--- src/rtl/accel_vec_pkg.sv ---
// Shared types and helpers for the vector-reduction engine (opcodes, FSM states, widths).
// Defining ACCEL_VEC_SAT_EN enables result clamping in accel_vec_engine.
package accel_vec_pkg;

  typedef enum logic [2:0] {
    OP_DOT = 3'd0,
    OP_L1  = 3'd1,
    OP_MIN = 3'd2,
    OP_MAX = 3'd3
  } op_e;

  typedef enum logic [1:0] {
    IDLE = 2'd0,
    RUN  = 2'd1,
    DONE = 2'd2
  } state_e;

  function automatic logic is_legal_op(input logic [2:0] op);
    return op <= 3'd3;
  endfunction

  // Wide enough that N full-scale products plus a full-scale bias never wrap.
  function automatic int acc_width(input int w, input int n);
    return 2 * w + $clog2(n) + 1;
  endfunction

endpackage

--- src/rtl/accel_vec_alu.sv ---
// Combinational per-beat reduction step: next accumulator from op, acc and one (a, b) pair.
// Zero latency; no handshake, the caller decides when the result is taken.
module accel_vec_alu
  import accel_vec_pkg::*;
#(
  parameter int W     = 16,
  parameter int ACC_W = 2 * W + 3
) (
  input  op_e                      op_i,
  input  logic signed [ACC_W-1:0]  acc_i,
  input  logic signed [W-1:0]      a_i,
  input  logic signed [W-1:0]      b_i,
  output logic signed [ACC_W-1:0]  acc_o
);

  logic signed [2*W-1:0]   prod;
  logic [W:0]              diff;
  logic [W:0]              mag;
  logic signed [ACC_W-1:0] a_ext;

  always_comb begin
    prod  = a_i * b_i;
    // W+1 bits hold any difference of two W-bit signed values without wrap.
    diff  = {a_i[W-1], a_i} - {b_i[W-1], b_i};
    mag   = diff[W] ? (~diff + (W+1)'(1)) : diff;
    a_ext = {{(ACC_W-W){a_i[W-1]}}, a_i};
    acc_o = acc_i;
    case (op_i)
      OP_DOT:  acc_o = acc_i + {{(ACC_W-2*W){prod[2*W-1]}}, prod};
      OP_L1:   acc_o = acc_i + {{(ACC_W-W-1){1'b0}}, mag};
      OP_MIN:  acc_o = (a_ext < acc_i) ? a_ext : acc_i;
      OP_MAX:  acc_o = (a_ext > acc_i) ? a_ext : acc_i;
      default: acc_o = acc_i;
    endcase
  end

endmodule

--- src/rtl/accel_vec_engine.sv ---
// Command + N-beat streaming reducer; result valid 1 cycle after last beat, held until res_ready.
// in_ready only in RUN, cmd_ready only in IDLE; ACCEL_VEC_SAT_EN clamps the result to W bits.
module accel_vec_engine
  import accel_vec_pkg::*;
#(
  parameter int W     = 16,
  parameter int N     = 4,
  parameter int ACC_W = acc_width(W, N)
) (
  input  logic                     clk,
  input  logic                     rst,
  input  logic                     cmd_valid,
  output logic                     cmd_ready,
  input  logic [2:0]               cmd_op,
  input  logic signed [W-1:0]      cmd_bias,
  input  logic                     in_valid,
  output logic                     in_ready,
  input  logic signed [W-1:0]      in_a,
  input  logic signed [W-1:0]      in_b,
  output logic                     res_valid,
  input  logic                     res_ready,
  output logic signed [ACC_W-1:0]  res_data,
  output logic                     res_sat,
  output logic                     err,
  output logic                     busy
);

  localparam int CNT_W = (N > 1) ? $clog2(N) : 1;
  localparam logic [CNT_W-1:0] LAST = CNT_W'(N - 1);
  localparam logic signed [ACC_W-1:0] ACC_POS_MAX = {1'b0, {(ACC_W-1){1'b1}}};
  localparam logic signed [ACC_W-1:0] ACC_NEG_MAX = {1'b1, {(ACC_W-1){1'b0}}};

  state_e                  state_q, state_d;
  op_e                     op_q, op_d;
  logic signed [ACC_W-1:0] acc_q, acc_d;
  logic [CNT_W-1:0]        cnt_q, cnt_d;
  logic signed [ACC_W-1:0] res_data_q, res_data_d;
  logic                    res_sat_q, res_sat_d;
  logic                    err_q, err_d;

  logic signed [ACC_W-1:0] alu_acc;
  logic signed [ACC_W-1:0] fin_data;
  logic                    fin_sat;
  logic signed [ACC_W-1:0] bias_ext;

  accel_vec_alu #(
    .W     (W),
    .ACC_W (ACC_W)
  ) u_alu (
    .op_i  (op_q),
    .acc_i (acc_q),
    .a_i   (in_a),
    .b_i   (in_b),
    .acc_o (alu_acc)
  );

  assign bias_ext = {{(ACC_W-W){cmd_bias[W-1]}}, cmd_bias};

`ifdef ACCEL_VEC_SAT_EN
  localparam logic signed [ACC_W-1:0] SAT_MAX = {{(ACC_W-W+1){1'b0}}, {(W-1){1'b1}}};
  localparam logic signed [ACC_W-1:0] SAT_MIN = {{(ACC_W-W+1){1'b1}}, {(W-1){1'b0}}};

  always_comb begin
    fin_data = alu_acc;
    fin_sat  = 1'b0;
    if (alu_acc > SAT_MAX) begin
      fin_data = SAT_MAX;
      fin_sat  = 1'b1;
    end else if (alu_acc < SAT_MIN) begin
      fin_data = SAT_MIN;
      fin_sat  = 1'b1;
    end
  end
`else
  assign fin_data = alu_acc;
  assign fin_sat  = 1'b0;
`endif

  always_ff @(posedge clk) begin
    if (rst) begin
      state_q    <= IDLE;
      op_q       <= OP_DOT;
      acc_q      <= '0;
      cnt_q      <= '0;
      res_data_q <= '0;
      res_sat_q  <= 1'b0;
      err_q      <= 1'b0;
    end else begin
      state_q    <= state_d;
      op_q       <= op_d;
      acc_q      <= acc_d;
      cnt_q      <= cnt_d;
      res_data_q <= res_data_d;
      res_sat_q  <= res_sat_d;
      err_q      <= err_d;
    end
  end

  always_comb begin
    state_d    = state_q;
    op_d       = op_q;
    acc_d      = acc_q;
    cnt_d      = cnt_q;
    res_data_d = res_data_q;
    res_sat_d  = res_sat_q;
    err_d      = 1'b0;
    cmd_ready  = 1'b0;
    in_ready   = 1'b0;
    case (state_q)
      IDLE: begin
        cmd_ready = 1'b1;
        if (cmd_valid) begin
          if (is_legal_op(cmd_op)) begin
            op_d    = op_e'(cmd_op);
            cnt_d   = '0;
            state_d = RUN;
            // MIN/MAX start at the opposite extreme so the first beat always wins.
            case (op_e'(cmd_op))
              OP_MIN:  acc_d = ACC_POS_MAX;
              OP_MAX:  acc_d = ACC_NEG_MAX;
              default: acc_d = bias_ext;
            endcase
          end else begin
            err_d = 1'b1;
          end
        end
      end
      RUN: begin
        in_ready = 1'b1;
        if (in_valid) begin
          acc_d = alu_acc;
          cnt_d = cnt_q + CNT_W'(1);
          if (cnt_q == LAST) begin
            state_d    = DONE;
            res_data_d = fin_data;
            res_sat_d  = fin_sat;
          end
        end
      end
      DONE: begin
        if (res_ready) begin
          state_d = IDLE;
        end
      end
      default: state_d = IDLE;
    endcase
  end

  assign res_valid = (state_q == DONE);
  assign busy      = (state_q != IDLE);
  assign res_data  = res_data_q;
  assign res_sat   = res_sat_q;
  assign err       = err_q;

endmodule

--- config.mk ---
export PLATFORM = sky130hd
export DESIGN_NAME = accel_vec_engine
export DESIGN_NICKNAME = d
export VERILOG_FILES = /design/src/rtl/accel_vec_pkg.sv /design/src/rtl/accel_vec_alu.sv /design/src/rtl/accel_vec_engine.sv
export SDC_FILE = /design/constraint.sdc
export NUM_CORES = 1
export LEC_CHECK = 0
export CAP_MARGIN = 40
export CORE_UTILIZATION = 59
export DETAILED_ROUTE_END_ITERATION = 16
export GPL_TIMING_DRIVEN = 0
export PLACE_DENSITY = 0.77
export SYNTH_ARGS = -nofsm -noshare
export SYNTH_HDL_FRONTEND = slang
export SYNTH_SLANG_ARGS = --single-unit
--- constraint.sdc ---
create_clock -name clk -period 22.9 [get_ports clk]
set_clock_uncertainty 0.1 [all_clocks]
set_input_delay 3.435 -clock clk [delete_from_list [all_inputs] [get_ports clk]]
set_output_delay 3.435 -clock clk [all_outputs]
set_load 0.05 [all_outputs]
Yosys cells after proc, flatten, opt, wreduce, memory -nomap -nowiden
Index checks and enable logic that the tools add are counted.
Operators by class
  $add $sub $neg: 5
  multipliers: 1
  magnitude comparators: 3
  equality and inequality tests: 13
  multiplexer cells: 22
  bitwise gates (word level): 3
  reductions and logical operators: 9
Operator list (number)
  $mux 35: 5
  $pmux 35 s2: 2
  $pmux 35 s4: 1
  $add 35x17->35: 1
  $add 35x35->35: 1
  $gt 16x35->1: 1
  $lt 16x35->1: 1
  $mul 16x16->32: 1
  $add 17x1->17 const B: 1
  $mux 17: 1
  $not 17->17: 1
  $sub 16x16->17: 1
  $mux 2: 8
  $eq 3x2->1 const B: 4
  $ne 2x2->1 const B: 4
  $pmux 2 s3: 1
  $reduce_and 3->1: 2
  $reduce_and 5->1: 1
  $eq 2x2->1 const B: 2
  $pmux 2 s2: 1
  $reduce_and 4->1: 1
  $reduce_bool 2->1: 2
  $eq 3x1->1 const B: 1
  $le 3x2->1 const B: 1
  8 further kinds: 11
Storage, ports and cells
  bits in registers: 78
  input bits: 56
  output and inout port bits: 41
  logic and storage cells: 62

Logic depth before layout (Yosys ltp)
Gate-level depths: netlist (run 1).
  depth after elaboration: 8
  mapped depth: 37
  gate-level depth less buffers: 36

Hierarchy
From an unflattened synthesis (run 1), not the netlist that was laid out.
Second synthesis, totals
  cell total of the unflattened synthesis: 2240
  area total of the unflattened synthesis: 18048.6 um^2
Modules (own cells, without submodules)
  accel_vec_alu: instances 1, cells each 1868, area an instance 14936.8 um^2, sequential area each 0.0 um^2
  accel_vec_engine: instances 1, cells each 372, area an instance 3111.7 um^2, sequential area each 1561.5 um^2

Worst setup path after synthesis (run 1)
No wires, ideal clock.
  path type: input -> register
  from: in in_a[15]
  to: reg res_data_q[34], in the netlist res_data[34]
  setup time: 0.133 ns
  arrival: 10.868 ns
  data required time: 22.667 ns
  setup slack: 11.799 ns
  stages: 31
  buffers on the path: 3
  path through: clkbuf_1 clkbuf_1 nand2_1 fa_1 inv_1 fa_1 fa_1 fa_1 fa_1 inv_1 fa_1 inv_1 ha_1 buf_6 a21oi_4 o21ai_1 a311o_1 or3_1 o21ai_0 xor2_1 nor2_1 ha_1 nand4_1 nor2_1 nand2_1 o21ai_0 a31oi_1 xor2_1 a21o_1 a211oi_2 a21oi_1
Between the ends
  longest elaborated chain between the ends: 6
  elaborated cells between the ends (all ways): 12
  those cells by class: 4 x add/sub; 1 x mul; 2 x order compare; 4 x mux; 1 x bitwise
RTL lines
  start: declaration: line accel_vec_engine.sv:18  | input logic signed [W-1:0] in_a,
  $sub 16x16->17: line accel_vec_alu.sv:24  | diff = {a_i[W-1], a_i} - {b_i[W-1], b_i};
  $not 17->17: line accel_vec_alu.sv:25  | mag = diff[W] ? (~diff + (W+1)'(1)) : diff;
  $add 17x1->17: line accel_vec_alu.sv:25
  $mux 17: line accel_vec_alu.sv:25
  $add 35x17->35: line accel_vec_alu.sv:30  | OP_L1: acc_o = acc_i + {{(ACC_W-W-1){1'b0}}, mag};
  $pmux 35 s4 *: line accel_vec_alu.sv:28  | case (op_i)
  end signal: assignment: line accel_vec_engine.sv:93  | res_data_q <= res_data_d;
  end: declaration: line accel_vec_engine.sv:37  | logic signed [ACC_W-1:0] res_data_q, res_data_d;
Mark *: on every way between the ends. The rest lies on a longest branch, timed or not.
A chain may end at the register's enable or synchronous reset.

Worst setup path after layout (run 1)
  from: in in_a[15]
  to: reg res_data_q[33], in the netlist res_data[33]
The elaborated chain is that of the path after synthesis.

==> results of run 1 <==
## kinds of logic after synthesis
logic type,share of synthesized area [%]
simple gates,14.71
other cells,0.02135
compound gates,18.42
mux,0.3419
fa+ha+maj,43.26
flops,8.888
xor+xnor,4.287
buf+inv,10.07
## sequential cells by signal, indices dropped and copies added (netlist names)
register	count
state_q	2
op_q	3
acc_q	35
err	1
res_data	35
cnt_q	2
## layout make-up
class	instances	share of cell area [%]
antenna	1	0.01294
inverter	376	7.298
buffer	83	1.850
multi-input combinational	1575	73.62
clock buffer	10	1.236
sequential	78	8.074
clock inverter	6	0.4852
timing repair buffer	95	4.943
tap	384	2.484
## critical path, delay by kind of cell
family / cells / cell delay (ns)
buffers and inverters: 8 / 2.22
adder cells (fa/ha/maj): 8 / 4.14
AND/OR/NAND/NOR: 5 / 0.89
multiplexers: 1 / 0.16
AO/OA/AOI/OAI: 9 / 2.26
XOR/XNOR: 1 / 0.18
## metrics by stage
stage / worst slack [ns] / util, %
after floorplan: 11.80 / -
after CTS: 9.840 / 66.65
final: 9.725 / 66.66
after detailed placement: 9.506 / 65.50
after global placement: 9.284 / 65.45
after global routing: 9.264 / 66.65
## synth_stat cells (6+ instances only)
library cell,instances
a21oi_1,148
o21ai_0,100
nor3_1,15
o21a_1,17
o211ai_1,9
nand2_1,202
o21ai_1,12
nand3_1,18
mux2i_1,6
a211oi_1,15
nand4_1,16
fa_1,264
and4_1,7
and2_1,100
a222oi_1,9
o21bai_1,10
xor2_1,32
ha_1,185
o31ai_1,8
and3_1,7
a22oi_1,9
xnor2_1,54
dfxtp_1,78
a21o_1,58
nand2b_1,14
a221oi_1,9
nor2b_1,11
nor2_1,128
clkbuf_1,72
a31oi_1,17
inv_1,374
## path summary, 6_finish.rpt
check | to
setup / recovery | res_data[33]
hold / removal | res_data[18]
setup reg to reg | res_data[34]
hold reg to reg | res_data[18]
## metal layers
metal | routed length (um) | vias up | global-route usage [%]
met5 | 0 | - | 0
met2 | 24420 | 736 | 59.00
met4 | 1779 | 0 | 11.52
met3 | 4406 | 115 | 5.315
li1 | - | 7124 | -
met1 | 21390 | 7593 | 47.61
==> results.py, run 1 <==
metrics = {
    "run_status": {
        "status": "finished, final reports clean",
    },
    "synth": {
        "syn_area_per_cell_um2": 8.318,
        "netlist_instances": 2112,
        "yosysTopAreaCell": "fa_1",
        "async_flop_share_pct": 0,
        "synth_edf_count": 0,
        "ys_seq_area_share_pct": 8.888,
        "ys.warnings.count": 0,
        "synth.top_cells.by_area": "fa_1 30%, ha_1 13%, dfxtp_1 8.9%",
        "syn-num-nets": 2617,
        "synth_seq_cells": 78,
        "ys_types": 90,
        "ys.flop_type": "dfxtp_1",
        "yosysTopAreaCellShare_pct": 30.08,
        "synth_area_mm2": 0.01757,
    },
    "critical_path": {
        "r2r-start": "op_q[2]",
        "path_class": "in2reg",
        "cp_common_cell": "fa_1",
        "r2r_cells": 18,
        "cp.required_ns": 23.02,
        "crit_slowest_cell": "fa_1",
        "startpoint": "in_a[15]",
        "crit_path_max_fanout": 18,
        "critPathArrivalTime_ns": 13.29,
        "regToRegSetupSlack_ns": 17.47,
        "cp-end-kind": "flip-flop",
        "cp_slowest_stage_delay_ns": 0.90,
        "critPathLaunchType": "input pin",
    },
    "drt": {
        "via_count": 15568,
        "wl_per_cell_um": 19.94,
        "final_antenna_net_count": 0,
        "drt_pass1_iterations": 5,
        "via_per_inst": 5.969,
        "drc": 0,
        "drt_iter0_markers": 1503,
        "drt_wl_total_um": 51990,
    },
    "floorplanning": {
        "core_mm2": 0.02901,
        "die_h_um": 174.6,
        "rows": 62,
        "die_area_mm2": 0.03047,
        "floorplan.initialDensity_pct": 60.55,
        "pin_count": 97,
        "die_w_um": 174.6,
    },
    "place": {
        "place.port_buffers": 94,
        "place_inst": 2591,
        "hpwl_um": 42450,
        "gp_congestion": 0.9316,
        "place_area_mm2": 0.01900,
    },
    "timing": {
        "holdWs_ns": 0.3644,
        "tns_ns": 0,
        "finalHoldViolations": 0,
        "finalCritPeriodShare_pct": 57.53,
        "maxClockFrequency_mhz": 75.90,
        "tightest_slew_ns": 0.8380,
        "finalSetupViolCount": 0,
        "slew_viol_final": 0,
        "period_minus_slack_ns": 13.17,
        "slew_headroom_pct": 43.54,
        "rsz0062_at_grt": "false",
    },
    "clock_tree": {
        "cts_setup_buffers": 0,
        "clock_sinks": 78,
        "cts.clk_slew.worst_paths_ns": 0.07,
        "clockRootBuffer": "clkbuf_16",
        "insertion_delay_ns": 0.35,
        "cts_hold_buf": 0,
        "clk_path_buf_depth": 2,
        "cts.repair.resized": 0,
        "numCtsBuffers": 9,
        "cts_tree": "built",
        "ctsHtreeMaxLevel": 3,
    },
    "min_path": {
        "hp-start": "res_data[18]",
        "min_path_type": "reg2reg",
        "whs_path_depth": 2,
    },
    "cells_and_area": {
        "mostFrequentLayoutCell": "inv_1",
        "nets": 2723,
        "layout_common_cells": "374 x inv_1, 264 x fa_1, 202 x nand2_1",
        "fin_cells": 2608,
        "nFillCells": 2438,
        "multiInputGateArea_mm2": 0.01424,
        "regArea_mm2": 0.001562,
        "drive_above_1_share_pct": 2.744,
        "fin_area_mm2": 0.01934,
        "area_growth_pct": 10.08,
    },
    "global_routing": {
        "grt_max_degree": 19,
        "grt_pass1_vias": 15975,
        "grt_overflow": 0,
        "grt_pass1_wl_um": 84700,
        "grt_antenna_before_repair": 0,
        "grt.total_usage_pct": 35.53,
    },
    "job": {
        "max_cap_violations": 0,
    },
}
Power of run 1 is not shown: default switching activity piles up to over one toggle a cycle in this logic, so the estimate is an artifact.
==> run 2, diff against run 1 <==
Settings changed: CORE_UTILIZATION 59 to 57, PLACE_DENSITY 0.77 to 0.78.
Clock period 22.9 ns to 11.6 ns, I/O delays scaled along.
==> run 2 against run 1 <==
Net effect: sequential share of layout area is essentially flat; sequential cell count unchanged; wire length is 1.9% higher; cell count rose by 0.15%; critical path type unchanged; critical endpoint is now res_data[34].
==> results.py, run 2 (synthesis gave the netlist of run 1 again) <==
metrics = {
    "clock_tree": {
        "ctsHtreeMaxLevel": 3,
        "cts_hold_buf": 0,
        "clock_sinks": 78,
        "clk_path_buf_depth": 2,
        "numCtsBuffers": 9,
        "cts_setup_buffers": 0,
        "insertion_delay_ns": 0.34,
        "cts_tree": "built",
        "cts.clk_slew.worst_paths_ns": 0.06,
        "cts.repair.resized": 0,
        "clockRootBuffer": "clkbuf_16",
    },
    "drt": {
        "via_count": 15741,
        "wl_per_cell_um": 20.29,
        "final_antenna_net_count": 0,
        "drt_wl_total_um": 53000,
        "drc": 0,
        "drt_iter0_markers": 1436,
        "drt_pass1_iterations": 6,
        "via_per_inst": 6.026,
    },
    "critical_path": {
        "startpoint": "in_a[9]",
        "path_class": "in2reg",
        "worstSetupEndpoint": "res_data[34]",
        "cp_slowest_stage_delay_ns": 1.00,
        "regToRegSetupSlack_ns": 6.07,
        "critPathLaunchType": "input pin",
        "cp_common_cell": "fa_1",
        "crit_slowest_cell": "clkdlybuf4s50_1",
        "reg2reg_to": "res_data[34]",
        "critPathArrivalTime_ns": 11.28,
        "cp-end-kind": "flip-flop",
        "r2r-start": "op_q[2]",
        "r2r_cells": 18,
        "crit_path_max_fanout": 10,
        "cp.required_ns": 11.71,
    },
    "global_routing": {
        "grt_pass1_vias": 16009,
        "grt_antenna_before_repair": 0,
        "grt_max_degree": 19,
        "grt_pass1_wl_um": 84990,
        "grt.total_usage_pct": 35.05,
        "grt_overflow": 0,
    },
    "cells_and_area": {
        "fin_area_mm2": 0.01937,
        "layout_common_cells": "374 x inv_1, 263 x fa_1, 202 x nand2_1",
        "antenna_cells": 0,
        "area_growth_pct": 10.24,
        "nFillCells": 2561,
        "nets": 2722,
        "post-route-util_pct": 64.66,
        "drive_above_1_share_pct": 2.835,
        "mostFrequentLayoutCell": "inv_1",
    },
    "place": {
        "place_area_mm2": 0.01901,
        "place.port_buffers": 94,
        "gp_congestion": 0.9642,
        "hpwl_um": 42980,
    },
    "floorplanning": {
        "rows": 63,
        "floorplan.initialDensity_pct": 58.65,
        "die_area_mm2": 0.03153,
        "core_mm2": 0.02995,
        "die_h_um": 177.6,
        "pin_count": 97,
        "die_w_um": 177.6,
    },
    "timing": {
        "maxClockFrequency_mhz": 89.52,
        "period_minus_slack_ns": 11.17,
        "finalCritPeriodShare_pct": 96.30,
        "tightest_slew_ns": 0.8403,
        "tns_ns": 0,
        "holdWs_ns": 0.3602,
        "rsz0062_at_grt": "false",
        "finalSetupViolCount": 0,
        "slew_viol_final": 0,
        "finalHoldViolations": 0,
        "slew_headroom_pct": 43.39,
    },
    "run_status": {
        "status": "finished, final reports clean",
    },
    "min_path": {
        "min_path_type": "reg2reg",
    },
    "job": {
        "max_cap_violations": 0,
    },
}
-- run 2: cell type report --
class | instances | area, um^2 | area share (%)
multi-input cells | 1575 | 14240 | 73.53
flip-flops and latches | 78 | 1562 | 8.063
inverters | 376 | 1411 | 7.287
repair buffers | 95 | 955.9 | 4.936
well taps | 390 | 488.0 | 2.520
plain buffers | 82 | 355.3 | 1.835
clock buffers | 10 | 239.0 | 1.234
clock inverters | 6 | 116.4 | 0.6008
-- run 2: worst max-delay path: cells and delay by family --
family          cells  cell delay (ns)
simple gates        6             0.74
compound gates     14             3.09
xor+xnor            2             0.39
buf+inv             5             1.76
fa+ha+maj           8             3.52
-- run 2: worst min path at each step --
stage / from / slack [ns] / to / cells after the start
after floorplan: cnt_q[1] / 0.34 / cnt_q[1] / 2
after global placement: cnt_q[1] / 0.34 / cnt_q[1] / 2
after detailed placement: res_data[22] / 0.35 / res_data[22] / 2
after CTS: res_data[22] / 0.36 / res_data[22] / 2
after global routing: res_data[18] / 0.38 / res_data[18] / 2
final: res_data[22] / 0.36 / res_data[22] / 2
-- run 2: through the flow --
step | cells | worst slack [ns]
floorplan | 2112 | 2.194
global placement | 2596 | -0.4482
detailed placement | 2597 | -0.1590
CTS | 2613 | 0.1118
global route | 2612 | 0.08652
finish | 2612 | 0.4297
-- run 2: metal layers --
layer	vias to the layer above	global-route usage, %	part of all wire [%]
met3	149	7.284	8.6
met4	0	14.57	4.3
met5	-	0	0
met1	7735	45.08	41
met2	725	57.24	46
li1	7132	-	-
Power of run 2 is left out for the same reason.
==> run 3, diff against run 2 <==
--- a/config.mk
+++ b/config.mk
@@ -7,8 +7,8 @@
 export LEC_CHECK = 0
 export CAP_MARGIN = 40
-export CORE_UTILIZATION = 57
+export CORE_UTILIZATION = 59
 export DETAILED_ROUTE_END_ITERATION = 16
 export GPL_TIMING_DRIVEN = 0
-export PLACE_DENSITY = 0.78
+export PLACE_DENSITY = 0.77
 export SYNTH_ARGS = -nofsm -noshare
 export SYNTH_HDL_FRONTEND = slang
==> constraint.sdc (replaced) <==
create_clock -name clk -period 12.71 [get_ports clk]
set_clock_uncertainty 0.1 [all_clocks]
set_input_delay 2.542 -clock clk [delete_from_list [all_inputs] [get_ports clk]]
set_output_delay 2.542 -clock clk [all_outputs]
set_load 0.05 [all_outputs]
==> run 3 against run 2 <==
Net effect: non-clock buffer count grew 1; setup slack gained 0.28 ns; count of clock-buffer cells in the layout is the same; cell count is 0.15% lower; first-iteration DRC count increased by 5.1%; register-to-register slack improved by 1.2 ns; critical path depth shrank 3; global-route usage increased by 0.48 points; core utilization increased by 2.0 points; final area decreased by 0.14%; sequential cell count did not move; via count down 1.1%.
==> results.py, run 3 (synthesis gave the netlist of run 1 again) <==
metrics = {
    "drt": {
        "drt_iter0_markers": 1509,
        "via_per_inst": 5.968,
        "final_antenna_net_count": 0,
        "drc": 0,
        "wl_per_cell_um": 19.94,
        "drt_pass1_iterations": 6,
        "drt_wl_total_um": 52000,
        "via_count": 15565,
    },
    "global_routing": {
        "grt_pass1_wl_um": 84700,
        "use_met3_pct": 5.315,
        "grt_max_degree": 19,
        "gr-usage-met1_pct": 47.61,
        "gr-usage-met2_pct": 59.00,
        "grt.total_usage_pct": 35.53,
        "grt_overflow": 0,
        "grt_antenna_before_repair": 0,
        "grt_pass1_vias": 15975,
        "grt-busiest-layer": "met2",
    },
    "critical_path": {
        "path_class": "in2reg",
        "crit_path_max_fanout": 18,
        "cp_common_cell": "fa_1",
        "critPathArrivalTime_ns": 12.12,
        "cp_slowest_stage_delay_ns": 0.90,
        "cp.required_ns": 12.83,
        "crit_slowest_cell": "fa_1",
        "critPathLaunchType": "input pin",
        "cp-end-kind": "flip-flop",
    },
    "cells_and_area": {
        "drive_above_1_share_pct": 2.789,
        "layout_common_cells": "374 x inv_1, 264 x fa_1, 202 x nand2_1",
        "nets": 2723,
        "nFillCells": 2438,
        "fin_area_mm2": 0.01934,
        "mostFrequentLayoutCell": "inv_1",
        "area_growth_pct": 10.09,
    },
    "place": {
        "place_area_mm2": 0.01900,
        "hpwl_um": 42450,
        "place.port_buffers": 94,
        "gp_congestion": 0.9316,
    },
    "timing": {
        "finalHoldViolations": 0,
        "maxClockFrequency_mhz": 83.32,
        "finalSetupViolCount": 0,
        "rsz0062_at_grt": "false",
        "finalCritPeriodShare_pct": 94.43,
        "holdWs_ns": 0.3644,
        "slew_headroom_pct": 44.45,
        "tightest_slew_ns": 0.8245,
        "slew_viol_final": 0,
        "period_minus_slack_ns": 12.00,
    },
    "floorplanning": {
        "die_h_um": 174.6,
        "die_w_um": 174.6,
        "rows": 62,
        "floorplan.initialDensity_pct": 60.55,
        "core_mm2": 0.02901,
        "pin_count": 97,
        "die_area_mm2": 0.03047,
    },
    "clock_tree": {
        "cts_tree": "built",
        "ctsHtreeMaxLevel": 3,
        "cts_hold_buf": 0,
        "clk_path_buf_depth": 2,
        "clock_sinks": 78,
        "numCtsBuffers": 9,
        "insertion_delay_ns": 0.34,
        "clockRootBuffer": "clkbuf_16",
        "cts.clk_slew.worst_paths_ns": 0.07,
    },
    "min_path": {
        "min_path_type": "reg2reg",
    },
    "job": {
        "max_cap_violations": 0,
    },
    "run_status": {
        "status": "finished, final reports clean",
    },
}
==> run 3: cell count changes in the layout (fill, tap and decap cells not counted), sizes merged <==
cell / change
bufinv: -1
clkbuf: +1
diode: +1
inv: -1
clkinv: +2
==> run 3: final timing paths <==
| kind | endpoint | slack (ns) | cells past startpoint | from |
|---|---|---|---|---|
| hold / removal | res_data[18] | 0.36 | 2 | res_data[18] |
| setup / recovery | res_data[33] | 0.71 | 32 | in_a[15] |
| hold reg to reg | res_data[18] | 0.36 | 2 | res_data[18] |
| setup reg to reg | res_data[34] | 7.29 | 18 | op_q[2] |
==> run 3: layer usage <==
metal / vias to the layer above / wire length [um]
li1: 7122 / -
met1: 7576 / 21300
met2: 754 / 24420
met3: 113 / 4494
met4: 0 / 1790
met5: - / 0
==> run 3: timing repair <==
| item | 4_1_cts | 5_1_grt |
|---|---|---|
| resized for setup | 0 | 2 |
| hold endpoints to repair | 0 | 0 |
| setup buffers | 0 | 0 |
| setup endpoints to repair | 0 | 2 |
==> run 3: worst max-delay path: cells and delay by family <==
family / cells / cell delay [ns]
XOR/XNOR: 1 / 0.18
AND/OR/NAND/NOR: 5 / 0.83
buffers and inverters: 8 / 2.03
AO/OA/AOI/OAI: 9 / 2.23
multiplexers: 1 / 0.16
adder cells (fa/ha/maj): 8 / 4.13
==> run 3: cell type report <==
class	count	area (um^2)	share of cell area, %
antenna	1	2.502	0.01294
buffer	83	359.1	1.857
clock buffer	10	239.0	1.236
clock inverter	6	93.84	0.4852
inverter	376	1411	7.297
multi-input combinational	1575	14240	73.61
sequential	78	1562	8.074
tap	384	480.5	2.484
timing repair buffer	95	955.9	4.942
==> run 3: per-stage QoR <==
stage                     std cells  worst slack (ns)  setup TNS [ns]  util, %
final                          2608            0.7083               0    66.66
after detailed placement       2591            0.2086               0    65.50
after CTS                      2607            0.5431               0    66.65
after global placement         2590          -0.01272        -0.01272    65.45
after global routing           2607            0.2129               0    66.66
after floorplan                2112             2.502               0        -
Power of run 3 is left out for the same reason.
